<file path="src/rtl/td4x_core.sv">
// td4x_core: TD4-compatible CPU with generalised widths, CALL/RET stack, step enable and self-jump halt.
// Latency: one instruction per CLOCK edge when ce=1; rom_addr is the PC combinationally, no pipeline.
// Backpressure: ce=0 or a sticky halt freezes all state; `define TD4X_DEBUG_EN adds the regsel/regdat debug mux.
module td4x_core #(
  parameter int DW          = 8,
  parameter int PW          = 8,
  parameter int IW          = 4,
  parameter int OW          = 4,
  parameter int STACK_DEPTH = 4
) (
  input  logic          CLOCK,
  input  logic          RESET,
  input  logic          ce,
  output logic [PW-1:0] rom_addr,
  input  logic [DW+3:0] rom_data,
  input  logic [IW-1:0] IN,
  output logic [OW-1:0] OUT,
  output logic          halt,
  output logic          stack_err
`ifdef TD4X_DEBUG_EN
  ,
  input  logic [2:0]    regsel,
  output logic [DW-1:0] regdat
`endif
);

  localparam int SPW   = $clog2(STACK_DEPTH + 1);
  localparam int SLOTS = 1 << SPW;

  localparam logic [3:0] OP_RET  = 4'hC;
  localparam logic [3:0] OP_CALL = 4'hD;
  localparam logic [3:0] OP_JNC  = 4'hE;

  logic [PW-1:0]  pc, pc_nxt, pc_inc, tgt;
  logic [DW-1:0]  a, a_nxt, b, b_nxt;
  logic [DW-1:0]  im, src, alu_r;
  logic           c, c_nxt, alu_c;
  logic [OW-1:0]  out_r, out_nxt;
  logic [SPW-1:0] sp, sp_nxt;
  logic           halt_nxt, err_nxt, push, exec;
  logic [3:0]     op;
  // Sized to the full sp range so sp indexes it directly; slots >= STACK_DEPTH are never written.
  logic [PW-1:0]  stk [SLOTS];

  assign op       = rom_data[DW+3:DW];
  assign im       = rom_data[DW-1:0];
  assign tgt      = PW'(im);
  assign pc_inc   = pc + PW'(1);
  assign exec     = ce & ~halt;
  assign rom_addr = pc;
  assign OUT      = out_r;

  always_comb begin
    src = '0;
    case (op)
      4'h0, 4'h4:             src = a;
      4'h1, 4'h5, 4'h8, 4'h9: src = b;
      4'h2, 4'h6:             src = DW'(IN);
      default:                src = '0;
    endcase
  end

  assign {alu_c, alu_r} = {1'b0, src} + {1'b0, im};

  always_comb begin
    pc_nxt   = pc_inc;
    a_nxt    = a;
    b_nxt    = b;
    c_nxt    = alu_c;
    out_nxt  = out_r;
    sp_nxt   = sp;
    halt_nxt = halt;
    err_nxt  = stack_err;
    push     = 1'b0;
    case (op)
      4'h0, 4'h1, 4'h2, 4'h3: a_nxt = alu_r;
      4'h4, 4'h5, 4'h6, 4'h7: b_nxt = alu_r;
      4'h8, 4'h9, 4'hA, 4'hB: out_nxt = alu_r[OW-1:0];
      OP_RET: begin
        c_nxt = 1'b0;
        if (sp != '0) begin
          pc_nxt = stk[sp - SPW'(1)];
          sp_nxt = sp - SPW'(1);
        end else begin
          err_nxt = 1'b1;
        end
      end
      OP_CALL: begin
        c_nxt  = 1'b0;
        pc_nxt = tgt;
        if (sp < SPW'(STACK_DEPTH)) begin
          push   = 1'b1;
          sp_nxt = sp + SPW'(1);
        end else begin
          err_nxt = 1'b1;
        end
      end
      OP_JNC: begin
        c_nxt = 1'b0;
        if (!c) pc_nxt = tgt;
      end
      default: begin
        // JMP onto itself is the program's way of saying "done".
        c_nxt  = 1'b0;
        pc_nxt = tgt;
        if (tgt == pc) halt_nxt = 1'b1;
      end
    endcase
  end

  always_ff @(posedge CLOCK) begin
    if (RESET) begin
      pc        <= '0;
      a         <= '0;
      b         <= '0;
      c         <= 1'b0;
      out_r     <= '0;
      sp        <= '0;
      halt      <= 1'b0;
      stack_err <= 1'b0;
    end else if (exec) begin
      pc        <= pc_nxt;
      a         <= a_nxt;
      b         <= b_nxt;
      c         <= c_nxt;
      out_r     <= out_nxt;
      sp        <= sp_nxt;
      halt      <= halt_nxt;
      stack_err <= err_nxt;
    end
  end

  always_ff @(posedge CLOCK) begin
    if (!RESET && exec && push) stk[sp] <= pc_inc;
  end

`ifdef TD4X_DEBUG_EN
  logic [DW-1:0] tos;
  assign tos = (sp == '0) ? '0 : DW'(stk[sp - SPW'(1)]);

  always_comb begin
    regdat = '0;
    case (regsel)
      3'd0:    regdat = DW'(pc);
      3'd1:    regdat = a;
      3'd2:    regdat = b;
      3'd3:    regdat = tos;
      3'd4:    regdat = DW'({halt, stack_err, sp, c});
      3'd5:    regdat = DW'(out_r);
      3'd6:    regdat = DW'(IN);
      default: regdat = '0;
    endcase
  end
`endif

endmodule
</file>
<file path="config.mk">
export PLATFORM = sky130hd
export DESIGN_NAME = td4x_core
export DESIGN_NICKNAME = d
export VERILOG_FILES = /design/src/rtl/td4x_core.sv
export SDC_FILE = /design/constraint.sdc
export NUM_CORES = 1
export LEC_CHECK = 0
export CAP_MARGIN = 20
export CORE_UTILIZATION = 40
export DETAILED_ROUTE_END_ITERATION = 10
export GPL_ROUTABILITY_DRIVEN = 0
export PLACE_DENSITY = 0.65
export SYNTH_ARGS = -nofsm -noshare
export SYNTH_HDL_FRONTEND = slang
export SYNTH_SLANG_ARGS = --single-unit
export TNS_END_PERCENT = 1
</file>
<file path="constraint.sdc">
create_clock -name CLOCK -period 3.2 [get_ports CLOCK]
set_input_delay 0.48 -clock CLOCK [delete_from_list [all_inputs] [get_ports CLOCK]]
set_output_delay 0.48 -clock CLOCK [all_outputs]
set_load 0.05 [all_outputs]
</file>
==> qor.csv, run 1 <==
metric,value,unit
Critical Path Most Common Cell,buf_4,
"Primary FF master, synth",edfxtp_1,
Port Buffers,32,
Max Root-Sink Buffers,2,
Seq cells post-synth,98,
crit path max-delay cell type,clkdlybuf4s50_1,
total core area,12000,µm²
DRC,0,
first-pass GRT wire length,18.0,mm
"commonest cells after routing, fill and taps aside","edfxtp_1, dfxtp_1, clkdlybuf4s50_1, conb_1, nand2_1",
Synth Instances,396,
clk sinks,98,
R2R cell count,8,
setup TNS,0,ns
met2 Usage GRT,28.8,%
routed len/inst,18.0,µm
CP Launch Type,primary input,
DRT Pass-1 Iters,4,
final hold violations,0,
run status,completed,
FP Rows,40,
n_diodes,0,
final worst-path cycle share,88.5,%
Worst EP arrival,3.13,ns
Detail Placement HPWL,7.89,mm
busiest grt layer,met2,
Die Wd,113,µm
FMAX,353,MHz
TritonCTS clock tree,built,
Worst Path Required,3.49,ns
kind of critical path,primary input to register,
final wirelength,11.2,mm
Peak supply drop,0.251,mV
Sequential Area,2600,µm²
Top Ports,33,
initial antenna violation count,0,
area share of the largest cell type after synthesis,39.1,%
final setup margin,0.368,ns
Post-CTS Setup Inserts,0,
worst hold path class,register to register,
max_cap viols,0,
global route overflow,0,
# hold bufs at CTS,0,
post-CTS resize count,0,
GRT Overall Usage,18.7,%
vias in the first global route,3503,
multi-input logic area,2220,µm²
most area-consuming cells after synthesis,"edfxtp_1, dfxtp_1, mux4_2",
YS warnings,0,
Post-Route Skew,0.00749,ns
via count,3574,
Final ANT Viol Nets,0,
Vert. Die Dim,113,µm
Yosys cell types,71,
crit path time final,2.83,ns
"most common cell after layout, fill and taps aside",edfxtp_1,
layout cells sized above 1,15.0,%
Reg-to-Reg End,a[7]$_SDFFE_PP0P_,
Starting Density,40.9,%
nets,499,
final setup violation count,0,
CP Capture Point,a[7]$_SDFFE_PP0P_,
overall power,2.92,mW
max incr delay on CP,0.50,ns
Clock Latency Late Sink,0.35,ns
initial drt markers,248,
share of the yosys chip area belonging to registers,52.9,%
kind of end point of the critical path,register,
Clock H-tree levels,3,
Placed Area,5510,µm²
synthesized area,4920,µm²
worst-path fanout max,5,
"EDFF count, synth",64,
Fillers,1092,
Worst Setup SP,rom_data[8],
worst slew pin tran,0.727,ns
post-layout util,48.5,%
Mapped Avg Cell Area,12.4,µm²
post-synth top area cell,edfxtp_1,
worst flop-to-flop path startpoint,a[1]$_SDFFE_PP0P_,
Clock Pin Slew Worst Setup and Hold Paths,0.07,ns
PwrDens,502,nW/µm²
clock root cell,clkbuf_16,
Final Slew Violations,0,
RSZ-0062 raised after global routing,no,
leakage power,2.05,nW
M3 GR Usage,3.86,%
flop2flop setup slack,0.92,ns
die area,12700,µm²
cell-by-cell trace of the critical path,clkdlybuf4s50_1 -> nor2_1 -> buf_4 -> a221oi_1 -> a21oi_1 -> ha_1 -> a211o_1 -> a2111oi_0 -> buf_4 -> o2111ai_1 -> nand3_1,
worst hold start,a[0]$_SDFFE_PP0P_,
met1 Use GR,25.7,%
pre-CTS setup slack,0.0126,ns
Max-slew headroom,51.4,%
TritonCTS Buffers,9,
Post-synth ARST share,0,%
post-route cell area,5820,µm²
Layout Area Growth over Synthesis,18.4,%
largest net degree at the start of global routing,38,
vias per cell,5.77,
==> Yosys cell counts, types with 3 or more instances <==
master	number
edfxtp_1	64
dfxtp_1	34
nand2_1	27
nor2_1	22
a21oi_1	20
mux4_2	16
nand3_1	13
ha_1	12
a22oi_1	10
nor3_1	10
inv_1	9
xor2_1	9
a211oi_1	8
a221oi_1	8
o21ai_0	8
o21a_1	7
clkbuf_1	6
nand3b_1	6
xnor2_1	6
buf_2	5
buf_6	5
nor2b_1	5
a31oi_1	4
clkbuf_8	4
mux2i_1	4
nor3b_2	4
o211ai_1	4
or2_2	4
or3_1	4
a21o_1	3
nor4_1	3
==> worst max-delay path, delay by kind of cell <==
family                   cells  cell delay (ns)
buffers and inverters        3             0.84
adder cells (fa/ha/maj)      1             0.31
AO/OA/AOI/OAI                5             1.29
AND/OR/NAND/NOR              2             0.20
==> worst min path at each step <==
| stage | to | slack (ns) | cells past startpoint |
|---|---|---|---|
| CTS | b[3]$_SDFFE_PP0P_ | 0.46 | 2 |
| global route | a[3]$_SDFFE_PP0P_ | 0.48 | 2 |
| detailed placement | b[3]$_SDFFE_PP0P_ | 0.45 | 2 |
| floorplan | b[4]$_SDFFE_PP0P_ | 0.44 | 2 |
| global placement | b[4]$_SDFFE_PP0P_ | 0.45 | 2 |
| finish | a[0]$_SDFFE_PP0P_ | 0.46 | 2 |
==> state kept, by name, indices dropped and copies added, names as in the netlist <==
name       count
OUT            4
stack_err      1
a              8
rom_addr       8
b              8
c              1
halt           1
stk           64
sp             3
==> per-layer routing <==
| metal | wire length, µm | part of all wire, % |
|---|---|---|
| met3 | 683 | 6.1 |
| met5 | 0 | 0 |
| met4 | 249 | 2.2 |
| met1 | 4980 | 45 |
| met2 | 5250 | 47 |
==> kinds of logic (layout without fill, tap and decap cells) <==
kind of cell    after synthesis  count (layout)  share of synthesized area (%)
simple gates                120             120                           13.8
flops                        98              98                           52.9
xor+xnor                     15              15                           2.67
buf+inv                      32              77                           4.30
other cells                   1              32                         0.0762
compound gates               97              97                           14.6
fa+ha+maj                    13              13                           3.46
mux                          20              20                           8.14
==> power by group <==
group / switching, mW / internal (mW) / total (mW)
logic: 0.207 / 0.147 / 0.354
registers: 0.0288 / 1.40 / 1.43
clock network: 0.517 / 0.622 / 1.14
total: 0.753 / 2.17 / 2.92
==> metrics by stage <==
| stage | hold slack [ns] | std cells |
|---|---|---|
| CTS | 0.462 | 619 |
| floorplan | 0.436 | 427 |
| detailed placement | 0.453 | 603 |
| global route | 0.482 | 619 |
| finish | 0.461 | 619 |
| global placement | 0.445 | 603 |
==> cell type report <==
type | instances | area share, %
clock buffer | 9 | 3.87
clock inverter | 7 | 1.48
inverter | 9 | 0.580
multi-input combinational | 297 | 38.1
sequential | 98 | 44.7
tap | 147 | 3.16
timing repair buffer | 52 | 8.08
Power figures use the tool's default switching activity.
==> run 2: changes to the inputs <==
--- a/config.mk
+++ b/config.mk
@@ -5,11 +5,14 @@
 export SDC_FILE = /design/constraint.sdc
 export NUM_CORES = 1
 export LEC_CHECK = 0
+export ABC_AREA = 1
 export CAP_MARGIN = 20
 export CORE_UTILIZATION = 40
 export DETAILED_ROUTE_END_ITERATION = 10
+export DONT_BUFFER_PORTS = 1
 export GPL_ROUTABILITY_DRIVEN = 0
-export PLACE_DENSITY = 0.65
+export PLACE_DENSITY = 0.61
+export SETUP_SLACK_MARGIN = 0.1
 export SYNTH_ARGS = -nofsm -noshare
 export SYNTH_HDL_FRONTEND = slang
 export SYNTH_SLANG_ARGS = --single-unit
==> qor.csv, run 2 <==
metric,value,unit
run status,completed,
post-CTS resize count,0,
Post-CTS Setup Inserts,0,
Placed Area,5440,µm²
YS warnings,0,
flop2flop setup slack,0.98,ns
worst slew pin tran,0.749,ns
Worst EP arrival,2.49,ns
total core area,12200,µm²
worst hold start,RESET,
Worst Path Required,3.47,ns
most area-consuming cells after synthesis,"edfxtp_1, dfxtp_1, nand2_1",
cell-by-cell trace of the critical path,inv_1 -> ha_1 -> buf_4 -> inv_1 -> o211ai_1 -> nand3_1 -> nand3_1 -> nand2_1 -> nand2_1 -> a21oi_1,
final wirelength,11.7,mm
Fillers,1227,
Clock Latency Late Sink,0.35,ns
initial antenna violation count,0,
n_diodes,0,
worst hold path class,primary input to register,
CP Capture Point,rom_addr[1]$_SDFFE_PP0P_,
post-route cell area,5750,µm²
max_cap viols,0,
leakage power,2.48,nW
# hold bufs at CTS,0,
Seq cells post-synth,98,
global route overflow,0,
Final Slew Violations,0,
vias per cell,4.87,
kind of end point of the critical path,register,
area share of the largest cell type after synthesis,37.6,%
TritonCTS Buffers,9,
"count leader, synth",nand2_1,
kind of critical path,register to register,
post-synth top area cell,edfxtp_1,
crit path time final,2.22,ns
final setup margin,0.984,ns
Clock H-tree levels,3,
Yosys cell types,42,
setup TNS,0,ns
Clock Pin Slew Worst Setup and Hold Paths,0.07,ns
CP Launch Type,register,
Worst Setup SP,sp[1]$_SDFFE_PP0P_,
"Primary FF master, synth",edfxtp_1,
worst flop-to-flop path startpoint,sp[1]$_SDFFE_PP0P_,
R2R cell count,10,
routed len/inst,14.5,µm
layout cells sized above 1,8.55,%
final setup violation count,0,
Max-slew headroom,50.0,%
Detail Placement HPWL,8.26,mm
clock root cell,clkbuf_16,
"EDFF count, synth",64,
nets,670,
top post-synthesis cells by count,"nand2_1, inv_1, edfxtp_1",
final worst-path cycle share,69.2,%
vias in the first global route,3890,
final hold violations,0,
Port Buffers,0,
die area,13200,µm²
Mapped Avg Cell Area,8.50,µm²
Starting Density,41.8,%
synthesized area,5110,µm²
pre-CTS setup slack,0.744,ns
Final ANT Viol Nets,0,
GRT Overall Usage,19.3,%
Post-synth ARST share,0,%
Top Ports,33,
TritonCTS clock tree,built,
clk sinks,98,
Reg-to-Reg End,rom_addr[1]$_SDFFE_PP0P_,
Top reg by flops,stk,
RSZ-0062 raised after global routing,no,
via count,3948,
Vert. Die Dim,115,µm
Layout Area Growth over Synthesis,12.6,%
DRT Pass-1 Iters,4,
"most common cell after layout, fill and taps aside",nand2_1,
crit path max-delay cell type,inv_1,
number of flip-flops in the largest register,64,
Die Wd,115,µm
Synth Instances,601,
DRC,0,
share of the yosys chip area belonging to registers,50.9,%
Max Root-Sink Buffers,2,
Peak supply drop,0.233,mV
first-pass GRT wire length,19.4,mm
post-layout util,47.1,%
worst-path fanout max,20,
largest net degree at the start of global routing,37,
Post-Route Skew,0.00803,ns
PwrDens,499,nW/µm²
overall power,2.87,mW
"commonest cells after routing, fill and taps aside","nand2_1, inv_1, edfxtp_1, nand3_1, nor2_1",
initial drt markers,103,
max incr delay on CP,0.43,ns
FMAX,451,MHz
FP Rows,40,
-- run 2: area by class of cell --
type,count,area [µm²],share of cell area [%]
Clock buffer,9,225,3.92
Clock inverter,7,87.6,1.52
Inverter,100,378,6.57
Multi-Input combinational cell,417,2160,37.5
Sequential cell,98,2600,45.3
Tap cell,168,210,3.66
Timing Repair Buffer,12,90.1,1.57
-- run 2: metal layers --
metal  GRT usage (%)  share of wire, %
met5               0                 0
met4            6.58               1.4
met3            4.27               4.9
met2            32.6                48
met1            24.4                46
-- run 2: per-stage QoR --
step	instances	hold WS [ns]
5_1_grt	811	0.179
3_3_place_gp	795	0.481
3_5_place_dp	795	0.492
4_1_cts	811	0.178
6_report	811	0.192
2_1_floorplan	632	0.455
-- run 2: power by group --
| group | total (mW) | leakage (nW) | internal (mW) | switching, mW |
|---|---|---|---|---|
| Combinational | 0.311 | 1.44 | 0.0968 | 0.214 |
| Clock | 1.11 | 0.151 | 0.621 | 0.493 |
| Sequential | 1.44 | 0.886 | 1.40 | 0.0387 |
-- run 2: worst min-delay path by stage --
stage / end / slack [ns] / cells past startpoint
2_1_floorplan: a[0]$_SDFFE_PP0P_ / 0.46 / 2
4_1_cts: rom_addr[5]$_SDFFE_PP0P_ / 0.18 / 1
3_5_place_dp: a[0]$_SDFFE_PP0P_ / 0.49 / 2
5_1_grt: rom_addr[5]$_SDFFE_PP0P_ / 0.18 / 1
6_report: rom_addr[5]$_SDFFE_PP0P_ / 0.19 / 1
3_3_place_gp: a[0]$_SDFFE_PP0P_ / 0.48 / 2
-- run 2: worst max-delay path, delay by kind of cell, from the launching register on --
family / cells / cell delay (ns)
flip-flops: 1 / 0.38
AND/OR/NAND/NOR: 4 / 0.43
buffers and inverters: 3 / 0.76
adder cells (fa/ha/maj): 1 / 0.28
AO/OA/AOI/OAI: 2 / 0.29
-- run 2: kinds of logic (layout without fill, tap and decap cells) --
logic type               count (synthesis)  in the layout  synth area share (%)
adder cells (fa/ha/maj)                 13             13                  3.33
buffers and inverters                  117            128                  9.11
XOR/XNOR                                11             11                  2.18
other                                    1             32                0.0734
AO/OA/AOI/OAI                          100            100                  11.3
AND/OR/NAND/NOR                        261            261                  23.0
flip-flops                              98             98                  50.9
==> run 3: changes to the inputs <==
==> constraint.sdc (replaced) <==
create_clock -name CLOCK -period 2.1 [get_ports CLOCK]
set_input_delay 0.315 -clock CLOCK [delete_from_list [all_inputs] [get_ports CLOCK]]
set_output_delay 0.315 -clock CLOCK [all_outputs]
set_load 0.05 [all_outputs]
==> qor.csv, run 3 (synthesis gave the netlist of run 2 again) <==
metric,value,unit
kind of end point of the critical path,register,
Post-Route Skew,0.00934,ns
Die Wd,115,µm
Max Root-Sink Buffers,2,
"most common cell after layout, fill and taps aside",nand2_1,
layout cells sized above 1,11.3,%
Worst Path Required,2.37,ns
Top reg by flops,stk,
Peak supply drop,0.599,mV
"commonest cells after routing, fill and taps aside","nand2_1, inv_1, edfxtp_1, nand3_1, nor2_1",
Worst EP arrival,2.14,ns
global route overflow,0,
GRT Overall Usage,19.5,%
"CP delay by family, top",simple AND/OR/NAND/NOR gates,
# placed instances,817,
Post-CTS Setup Inserts,0,
largest net degree at the start of global routing,37,
via count,4116,
FP Rows,40,
TritonCTS clock tree,built,
routed len/inst,14.6,µm
run status,completed,
DRC,0,
n_diodes,0,
Starting Density,41.8,%
CP Launch Type,register,
post-route cell area,5880,µm²
Hold Worst Slack,0.0272,ns
worst-path fanout max,3,
PwrDens,728,nW/µm²
post-CTS resize count,0,
overall power,4.28,mW
Final Slew Violations,0,
vias per cell,4.94,
# hold bufs at CTS,0,
first-pass GRT wire length,19.6,mm
RSZ-0062 raised after global routing,yes,
initial antenna violation count,0,
clock root cell,clkbuf_16,
NetSw,1.15,mW
number of flip-flops in the largest register,64,
buffers plus inverters on the worst setup path,1,
leakage power,2.57,nW
crit path max-delay cell type,fa_1,
worst hold path class,primary input to register,
Layout Area Growth over Synthesis,15.1,%
FMAX,536,MHz
nets,692,
final worst-path cycle share,88.8,%
worst slew pin tran,0.638,ns
Final ANT Viol Nets,0,
Critical Path Most Common Cell,nand3_1,
crit path time final,1.87,ns
Detail Placement HPWL,8.56,mm
final wirelength,12.2,mm
clock power share,36.6,%
final setup violation count,0,
Clock Latency Late Sink,0.34,ns
final hold violations,0,
cell-by-cell trace of the critical path,nand2_1 -> nand3_1 -> ha_1 -> inv_1 -> fa_1 -> nand3b_1 -> nand2_1 -> nand4_1 -> nand3_1 -> nand3_1 -> a21oi_1,
Port Buffers,0,
initial drt markers,217,
Placed Area,5600,µm²
Max-slew headroom,57.3,%
Int Power,3.13,mW
Vert. Die Dim,115,µm
TritonCTS Buffers,9,
DRT Pass-1 Iters,5,
Clock Pin Slew Worst Setup and Hold Paths,0.07,ns
total core area,12200,µm²
Finished Layout Cells,833,
clk sinks,98,
vias in the first global route,3890,
switching part of the total,26.8,%
max incr delay on CP,0.40,ns
Reg power frac,51.2,%
setup TNS,0,ns
Top Ports,33,
die area,13200,µm²
combinational power share,12.2,%
Clock H-tree levels,3,
max_cap viols,0,
kind of critical path,register to register,
[run 3: final timing paths]
kind / start / endpoint / slack [ns] / cells after the start
setup reg to reg: a[0]$_SDFFE_PP0P_ / c$_SDFFE_PP0P_ / 0.23 / 11
setup / recovery: a[0]$_SDFFE_PP0P_ / c$_SDFFE_PP0P_ / 0.23 / 11
hold reg to reg: halt$_SDFFE_PP0P_ / halt$_SDFFE_PP0P_ / 0.49 / 2
hold / removal: RESET / rom_addr[6]$_SDFFE_PP0P_ / 0.03 / 1
[run 3: worst reg2reg max path, cell delays in order (launching register included)]
cell and delay (ns):
dfxtp_1 0.35, nand2_1 0.06, nand3_1 0.10, ha_1 0.17, inv_1 0.07, fa_1 0.40, nand3b_1 0.18, nand2_1 0.11
nand4_1 0.08, nand3_1 0.08, nand3_1 0.07, a21oi_1 0.13
[run 3: routing by layer]
layer	routed length (µm)	share of wire [%]	up-vias	GRT usage [%]
met4	211	1.7	0	7.01
met5	0	0	-	0
met1	5450	45	1935	25.9
met3	661	5.4	18	4.16
met2	5830	48	99	31.7
li1	-	-	2064	-
[run 3: cell type report]
cell class,count,area (µm²)
Clock buffer,9,225
Sequential cell,98,2600
Multi-Input combinational cell,417,2160
Clock inverter,7,51.3
Fill cell,1209,6330
Inverter,100,378
Timing Repair Buffer,34,255
Tap cell,168,210
[run 3: per-stage QoR]
step | worst slack [ns] | utilization (%)
after floorplan | -0.0366 | -
final | 0.234 | 48.1
after global placement | 0.00582 | 45.9
after CTS | 0.232 | 48.1
after global routing | 0.0396 | 48.1
after detailed placement | -0.0634 | 45.9
[run 3: power by group through the flow]
stage | sequential (mW) | clock (mW) | combinational (mW)
after global routing | 2.20 | 1.66 | 0.585
after floorplan | 2.26 | 0 | 0.343
after CTS | 2.19 | 1.59 | 0.519
after global placement | 2.23 | 0 | 0.508
final | 2.19 | 1.57 | 0.522
after detailed placement | 2.23 | 0 | 0.516
